### config.mk
export PLATFORM = sky130hd
export DESIGN_NAME = writeback_port_arbiter
export DESIGN_NICKNAME = d
export VERILOG_FILES = /design/src/rtl/writeback_port_arbiter_pkg.sv /design/src/rtl/wb_result_fifo.sv /design/src/rtl/writeback_port_arbiter.sv
export SDC_FILE = /design/constraint.sdc
export NUM_CORES = 1
export LEC_CHECK = 0
export ABC_CLOCK_PERIOD_IN_PS = 6130
export CELL_PAD_IN_SITES_DETAIL_PLACEMENT = 0
export CELL_PAD_IN_SITES_GLOBAL_PLACEMENT = 2
export CORE_MARGIN = 2
export CORE_UTILIZATION = 35
export CTS_CLUSTER_DIAMETER = 200
export CTS_CLUSTER_SIZE = 14
export DETAILED_ROUTE_END_ITERATION = 10
export GPL_TIMING_DRIVEN = 0
export PLACE_DENSITY_LB_ADDON = 0.1
export SETUP_SLACK_MARGIN = 0.05
export SLEW_MARGIN = 20
export SYNTH_ARGS = -nofsm -noshare
export SYNTH_HDL_FRONTEND = slang
export SYNTH_HIERARCHICAL = 1
export SYNTH_SLANG_ARGS = --single-unit
### constraint.sdc
create_clock -name clk -period 6.13 [get_ports clk]
set_input_delay 0.613 -clock clk [delete_from_list [all_inputs] [get_ports clk]]
set_output_delay 0.613 -clock clk [all_outputs]
set_load 0.03 [all_outputs]
### src/rtl/writeback_port_arbiter_pkg.sv
// Shared types for the register-file write-port arbiter: result entry layout and
// write-port source selector.
package wb_pkg;

  localparam int XLEN       = 32;
  localparam int REG_ADDR_W = 5;
  localparam int NUM_REGS   = 1 << REG_ADDR_W;

  typedef struct packed {
    logic [REG_ADDR_W-1:0] rd;
    logic [XLEN-1:0]       data;
  } wb_entry_t;

  typedef enum logic [1:0] {
    WB_SRC_NONE,
    WB_SRC_PIPE,
    WB_SRC_LL
  } wb_src_e;

endpackage

### src/rtl/wb_result_fifo.sv
// Small circular buffer holding long-latency results until the write port is free.
// Pointers and count are reset; the storage array is data and is not.
module wb_result_fifo
  import wb_pkg::*;
#(
  parameter int FIFO_DEPTH = 2,
  localparam int PTR_W     = (FIFO_DEPTH > 1) ? $clog2(FIFO_DEPTH) : 1,
  localparam int CNT_W     = $clog2(FIFO_DEPTH + 1)
) (
  input  logic             clk,
  input  logic             rst,
  input  logic             push,
  input  wb_entry_t        push_entry,
  input  logic             pop,
  output wb_entry_t        head,
  output logic             full,
  output logic             empty,
  output logic [CNT_W-1:0] count
);

  wb_entry_t        mem [FIFO_DEPTH];
  logic [PTR_W-1:0] wr_ptr;
  logic [PTR_W-1:0] rd_ptr;

  assign head  = mem[rd_ptr];
  assign full  = (count == CNT_W'(FIFO_DEPTH));
  assign empty = (count == '0);

  always_ff @(posedge clk) begin
    if (push) begin
      mem[wr_ptr] <= push_entry;
    end
  end

  // Depth is a power of two, so pointers wrap by natural overflow.
  always_ff @(posedge clk or posedge rst) begin
    if (rst) begin
      wr_ptr <= '0;
      rd_ptr <= '0;
      count  <= '0;
    end else begin
      if (push) wr_ptr <= wr_ptr + 1'b1;
      if (pop)  rd_ptr <= rd_ptr + 1'b1;
      case ({push, pop})
        2'b10:   count <= count + 1'b1;
        2'b01:   count <= count - 1'b1;
        default: count <= count;
      endcase
    end
  end

endmodule

### src/rtl/writeback_port_arbiter.sv
// Shares the register-file write port between the in-order writeback stage and a
// buffered long-latency unit; tracks pending destinations for decode hazards.
// Optional starvation guard enabled by defining WB_STARVE_GUARD_EN.
module writeback_port_arbiter
  import wb_pkg::*;
#(
  parameter int FIFO_DEPTH   = 2,
  parameter int STARVE_LIMIT = 4
) (
  input  logic        clk,
  input  logic        rst,
  input  logic        RegWriteW,
  input  logic [4:0]  RD_W,
  input  logic [31:0] ResultW,
  input  logic        ll_valid,
  input  logic [4:0]  ll_rd,
  input  logic [31:0] ll_data,
  output logic        ll_ready,
  input  logic        issue_ll,
  input  logic [4:0]  issue_rd,
  input  logic [4:0]  RS1_D,
  input  logic [4:0]  RS2_D,
  input  logic [4:0]  RD_D,
  output logic        hazard_ll,
  output logic        stall_pipe,
  output logic        rf_we,
  output logic [4:0]  rf_waddr,
  output logic [31:0] rf_wdata
);

  localparam int CNT_W = $clog2(FIFO_DEPTH + 1);

  logic                slot_busy;
  logic                push;
  logic                pop;
  logic                fifo_full;
  logic                fifo_empty;
  logic [CNT_W-1:0]    fifo_level_unused;
  wb_entry_t           push_entry;
  wb_entry_t           head;
  wb_src_e             src;
  logic [NUM_REGS-1:0] pending;
  logic [NUM_REGS-1:0] pending_nxt;

  assign slot_busy  = RegWriteW && (RD_W != '0);
  assign ll_ready   = !fifo_full;
  assign push       = ll_valid && !fifo_full;
  assign push_entry = '{rd: ll_rd, data: ll_data};
  assign pop        = (src == WB_SRC_LL);

  wb_result_fifo #(
    .FIFO_DEPTH (FIFO_DEPTH)
  ) u_fifo (
    .clk        (clk),
    .rst        (rst),
    .push       (push),
    .push_entry (push_entry),
    .pop        (pop),
    .head       (head),
    .full       (fifo_full),
    .empty      (fifo_empty),
    .count      (fifo_level_unused)
  );

  // Pipeline always owns the port when it writes a real register; x0 writes are free slots.
  always_comb begin
    src = WB_SRC_NONE;
    if (rst) begin
      src = WB_SRC_NONE;
    end else if (slot_busy) begin
      src = WB_SRC_PIPE;
    end else if (!fifo_empty) begin
      src = WB_SRC_LL;
    end
  end

  always_comb begin
    rf_we    = 1'b0;
    rf_waddr = '0;
    rf_wdata = '0;
    case (src)
      WB_SRC_PIPE: begin
        rf_we    = 1'b1;
        rf_waddr = RD_W;
        rf_wdata = ResultW;
      end
      WB_SRC_LL: begin
        rf_we    = (head.rd != '0);
        rf_waddr = head.rd;
        rf_wdata = head.data;
      end
      default: ;
    endcase
  end

  // A new issue to a register overrides the clear from a same-cycle pop of an older result.
  always_comb begin
    pending_nxt = pending;
    if (pop) begin
      pending_nxt[head.rd] = 1'b0;
    end
    if (issue_ll && (issue_rd != '0)) begin
      pending_nxt[issue_rd] = 1'b1;
    end
  end

  always_ff @(posedge clk or posedge rst) begin
    if (rst) begin
      pending <= '0;
    end else begin
      pending <= pending_nxt;
    end
  end

  assign hazard_ll = pending[RS1_D] | pending[RS2_D] | pending[RD_D];

`ifdef WB_STARVE_GUARD_EN
  localparam int SC_W = $clog2(STARVE_LIMIT + 1);

  logic [SC_W-1:0] starve_cnt;
  logic            stall_q;

  always_ff @(posedge clk or posedge rst) begin
    if (rst) begin
      starve_cnt <= '0;
      stall_q    <= 1'b0;
    end else if (pop) begin
      starve_cnt <= '0;
      stall_q    <= 1'b0;
    end else begin
      if (!fifo_empty && (starve_cnt != SC_W'(STARVE_LIMIT))) begin
        starve_cnt <= starve_cnt + 1'b1;
      end
      if (starve_cnt == SC_W'(STARVE_LIMIT)) begin
        stall_q <= 1'b1;
      end
    end
  end

  assign stall_pipe = stall_q;
`else
  assign stall_pipe = 1'b0;
`endif

endmodule
==> results.py <==
metrics = {
    "drt": {
        "drt_iter0_drc": 197,
        "vias_per_cell": 5.15,
        "routedWlPerCell_um": 18.9,
        "dr.pass1.iters": 4,
        "routed_wl_um": 15100,
        "drc": 0,
        "via_count": 4113,
        "ant_nets": 0,
    },
    "yosys": {
        "synthAdderAreaFrac_pct": 0.887,
        "syn_nets": 536,
        "syn_inst": 433,
        "avgSynthCellArea_um2": 13.0,
        "synth_xor_area_share_pct": 0.776,
        "synth_top_area_share_pct": 39.4,
        "seq_area_frac_synth_pct": 55.4,
        "synth_area_um2": 5640,
        "yosysTopAreaCell": "edfxtp_1",
        "synth_seq_cells": 110,
        "synthSimpleGateAreaFrac_pct": 8.94,
        "synth_compound_area_share_pct": 12.1,
        "synth_mux_area_share_pct": 18.9,
        "yosysUniqueCellTypes": 41,
        "synthTopCellsByArea": "edfxtp_1 39%, dfrtp_1 16%, mux4_2 8.8%",
        "yosysWarnings": 6,
        "synth_top_family_by_area": "multiplexers",
    },
    "floorplanning": {
        "pin_count": 140,
        "fp.dieH_um": 131,
        "rows": 46,
        "start_util_pct": 35.6,
        "die_w_um": 131,
        "core_um2": 15800,
        "die_area_um2": 17100,
    },
    "final_layout": {
        "antenna_cells": 0,
        "stdcell_area_um2": 7570,
        "drive_gt1_share_pct": 15.8,
        "nets": 680,
        "syn2layout_area_growth_pct": 34.2,
        "finalNonFillerCells": 798,
    },
    "placement": {
        "dp_hpwl_um": 11300,
        "dp.cells": 782,
        "placed_area_um2": 7280,
        "port-buffer-count": 131,
        "finalWeightedCongestion": 0.794,
        "pre_cts_slack_ns": 1.43,
    },
    "worst_setup_path": {
        "r2r_slack_ns": 3.85,
        "path_cells": "clkdlybuf4s50_1 -> or4_1 -> o21ai_0 -> nand2_1 -> inv_1 -> ha_1 -> clkbuf_1 -> clkbuf_1 -> a22oi_1 -> nor2_1 -> clkdlybuf4s50_1",
        "end_kind": "output pin",
        "worstPathRequired_ns": 5.52,
        "crit_start": "RD_W[0]",
        "slowest_delay_ns": 0.70,
        "crit_path_top_delay_cell": "clkdlybuf4s50_1",
        "path_max_fanout": 10,
        "rr_startpoint": "u_fifo/rd_ptr",
        "cp.arrival_ns": 4.05,
        "setup.worst_path.class": "primary input to output pin",
        "reg2reg_depth": 7,
        "start_kind": "primary input",
        "rr_endpoint": "pending[10]",
    },
    "power": {
        "p_leak_uw": 0.00263,
        "irDropWorstVdd_mv": 0.149,
        "power.density_nw_per_um2": 369,
    },
    "sta": {
        "slew_headroom_pct": 51.8,
        "period_minus_slack_ns": 4.66,
        "clock_skew_ns": 0.00689,
        "worst_pin_slew_ns": 0.723,
        "drv_slew": 0,
        "rsz0062_at_grt": "no",
        "setup_viol": 0,
        "fin_setup_tns_ns": 0,
        "min_period_over_period_pct": 76.0,
        "fin_ws_ns": 1.47,
        "fmax_mhz": 215,
        "hold_violations": 0,
    },
    "cts": {
        "clk_latency_ns": 0.35,
        "cts_made_buffers": 9,
        "htree_num_levels": 3,
        "post_cts_buffers": 0,
        "hold_buffers": 0,
        "clk_pin_slew_ns": 0.07,
        "cts_sinks": 110,
        "cts_tree": "built",
        "cts_buffer_depth": 2,
        "cts-root-buf": "clkbuf_16",
        "postCtsResizedCells": 0,
    },
    "min_path": {
        "min_path_type": "flop to flop",
        "holdPathEnd": "u_fifo/count[1]",
        "hold-path-cell-count": 1,
        "hold_start": "u_fifo/count[1]",
    },
    "job": {
        "drv_cap": 0,
    },
    "run_status": {
        "status": "finished, final reports clean",
    },
    "global_route": {
        "grt_max_degree": 33,
        "antenna_found_initial": 0,
        "track_usage_pct": 18.2,
        "overflow": 0,
        "grt_pass1_vias": 4179,
        "grt_pass1_wl_um": 23100,
    },
}
## per-layer routing
metal	vias to the layer above	global-route usage [%]	part of all wire (%)
met3	13	4.72	7.0
met2	136	29.7	47
met4	0	6.07	1.4
met5	-	0	0
met1	2008	23.8	45
li1	1956	-	-
## worst max-delay path by stage
| stage | to | slack (ns) |
|---|---|---|
| final | rf_wdata[28] | 1.47 |
| after global routing | rf_wdata[28] | 1.23 |
| after CTS | rf_wdata[28] | 1.42 |
| after detailed placement | rf_wdata[28] | 1.43 |
| after global placement | rf_wdata[27] | 1.44 |
| after floorplan | rf_wdata[0] | 2.79 |
## cells by family after synthesis
| logic type | Yosys count |
|---|---|
| XOR/XNOR | 5 |
| other | 1 |
| multiplexers | 67 |
| AO/OA/AOI/OAI | 112 |
| buffers and inverters | 36 |
| flip-flops | 110 |
| adder cells (fa/ha/maj) | 4 |
| AND/OR/NAND/NOR | 98 |
## registers in the layout (all words and copies together), names as in the netlist
signal and flops:
pending 32, u_fifo/count 2, u_fifo/wr_ptr 1, u_fifo/mem 74, u_fifo/rd_ptr 1
## synthesized netlist by cell type, drive strengths merged
master   instances
nand3            6
dfrtp           36
o21a             1
inv              8
buf             10
or4              1
or3              3
nor3b            1
conb             1
mux4            22
o21ai           64
nor2b            4
a211o            1
clkbuf          18
o2111ai          3
a22oi           37
or3b             5
and3b            1
mux2i            7
nor3             1
nor2            48
o211ai           2
mux2            38
xor2             3
a311oi           1
and2             1
nand2b           4
a31oi            1
nand3b          11
nand4b           1
and4b            1
nand2            7
edfxtp          74
ha               4
a21oi            2
nand4            3
xnor2            2
## metrics by stage
| step | total power, µW | util [%] | hold slack, ns |
|---|---|---|---|
| floorplan | 1860 | - | 0.379 |
| global placement | 2200 | 45.6 | 0.468 |
| detailed placement | 2250 | 46.0 | 0.492 |
| CTS | 2820 | 47.8 | 0.501 |
| global route | 2950 | 47.8 | 0.520 |
| finish | 2800 | 47.8 | 0.492 |
## power by group
| group | switching, µW | internal (µW) | total (µW) |
|---|---|---|---|
| Sequential | 143 | 1030 | 1180 |
| Combinational | 518 | 529 | 1050 |
| Clock | 261 | 313 | 574 |
## area by class of cell
type | instances | area [µm²]
inverters | 8 | 30.0
flip-flops and latches | 110 | 3120
clock inverters | 7 | 65.1
multi-input cells | 287 | 2360
repair buffers | 133 | 1360
well taps | 216 | 270
plain buffers | 28 | 136
fillers | 1472 | 8260
clock buffers | 9 | 225
## cells in the final DEF (no fill, tap or decap), types with 3 or more instances in the layout
| master | synthesis | final |
|---|---|---|
| a22oi_1 | 37 | 37 |
| buf_2 | 4 | 4 |
| buf_6 | 3 | 3 |
| clkbuf_1 | 18 | 18 |
| clkbuf_16 | 0 | 9 |
| clkdlybuf4s50_1 | 0 | 131 |
| clkinvlp_4 | 0 | 3 |
| dfrtp_1 | 36 | 36 |
| edfxtp_1 | 74 | 74 |
| ha_1 | 4 | 4 |
| inv_1 | 8 | 7 |
| mux2_2 | 18 | 18 |
| mux2_4 | 20 | 20 |
| mux2i_1 | 7 | 7 |
| mux4_2 | 22 | 22 |
| nand2_1 | 7 | 7 |
| nand2b_1 | 4 | 4 |
| nand3_1 | 6 | 6 |
| nand3b_1 | 11 | 11 |
| nand4_1 | 3 | 3 |
| nor2_1 | 48 | 47 |
| nor2b_1 | 4 | 4 |
| o2111ai_1 | 3 | 3 |
| o21ai_0 | 64 | 64 |
| or3_1 | 3 | 3 |
| or3b_2 | 5 | 5 |
| xor2_1 | 3 | 3 |
## critical path: cells and delay by family
kind	cells	cell delay, ns
fa+ha+maj	1	0.22
compound gates	2	0.40
simple gates	3	0.78
buf+inv	5	2.03
Note: power is estimated with default switching activity, not from simulation.
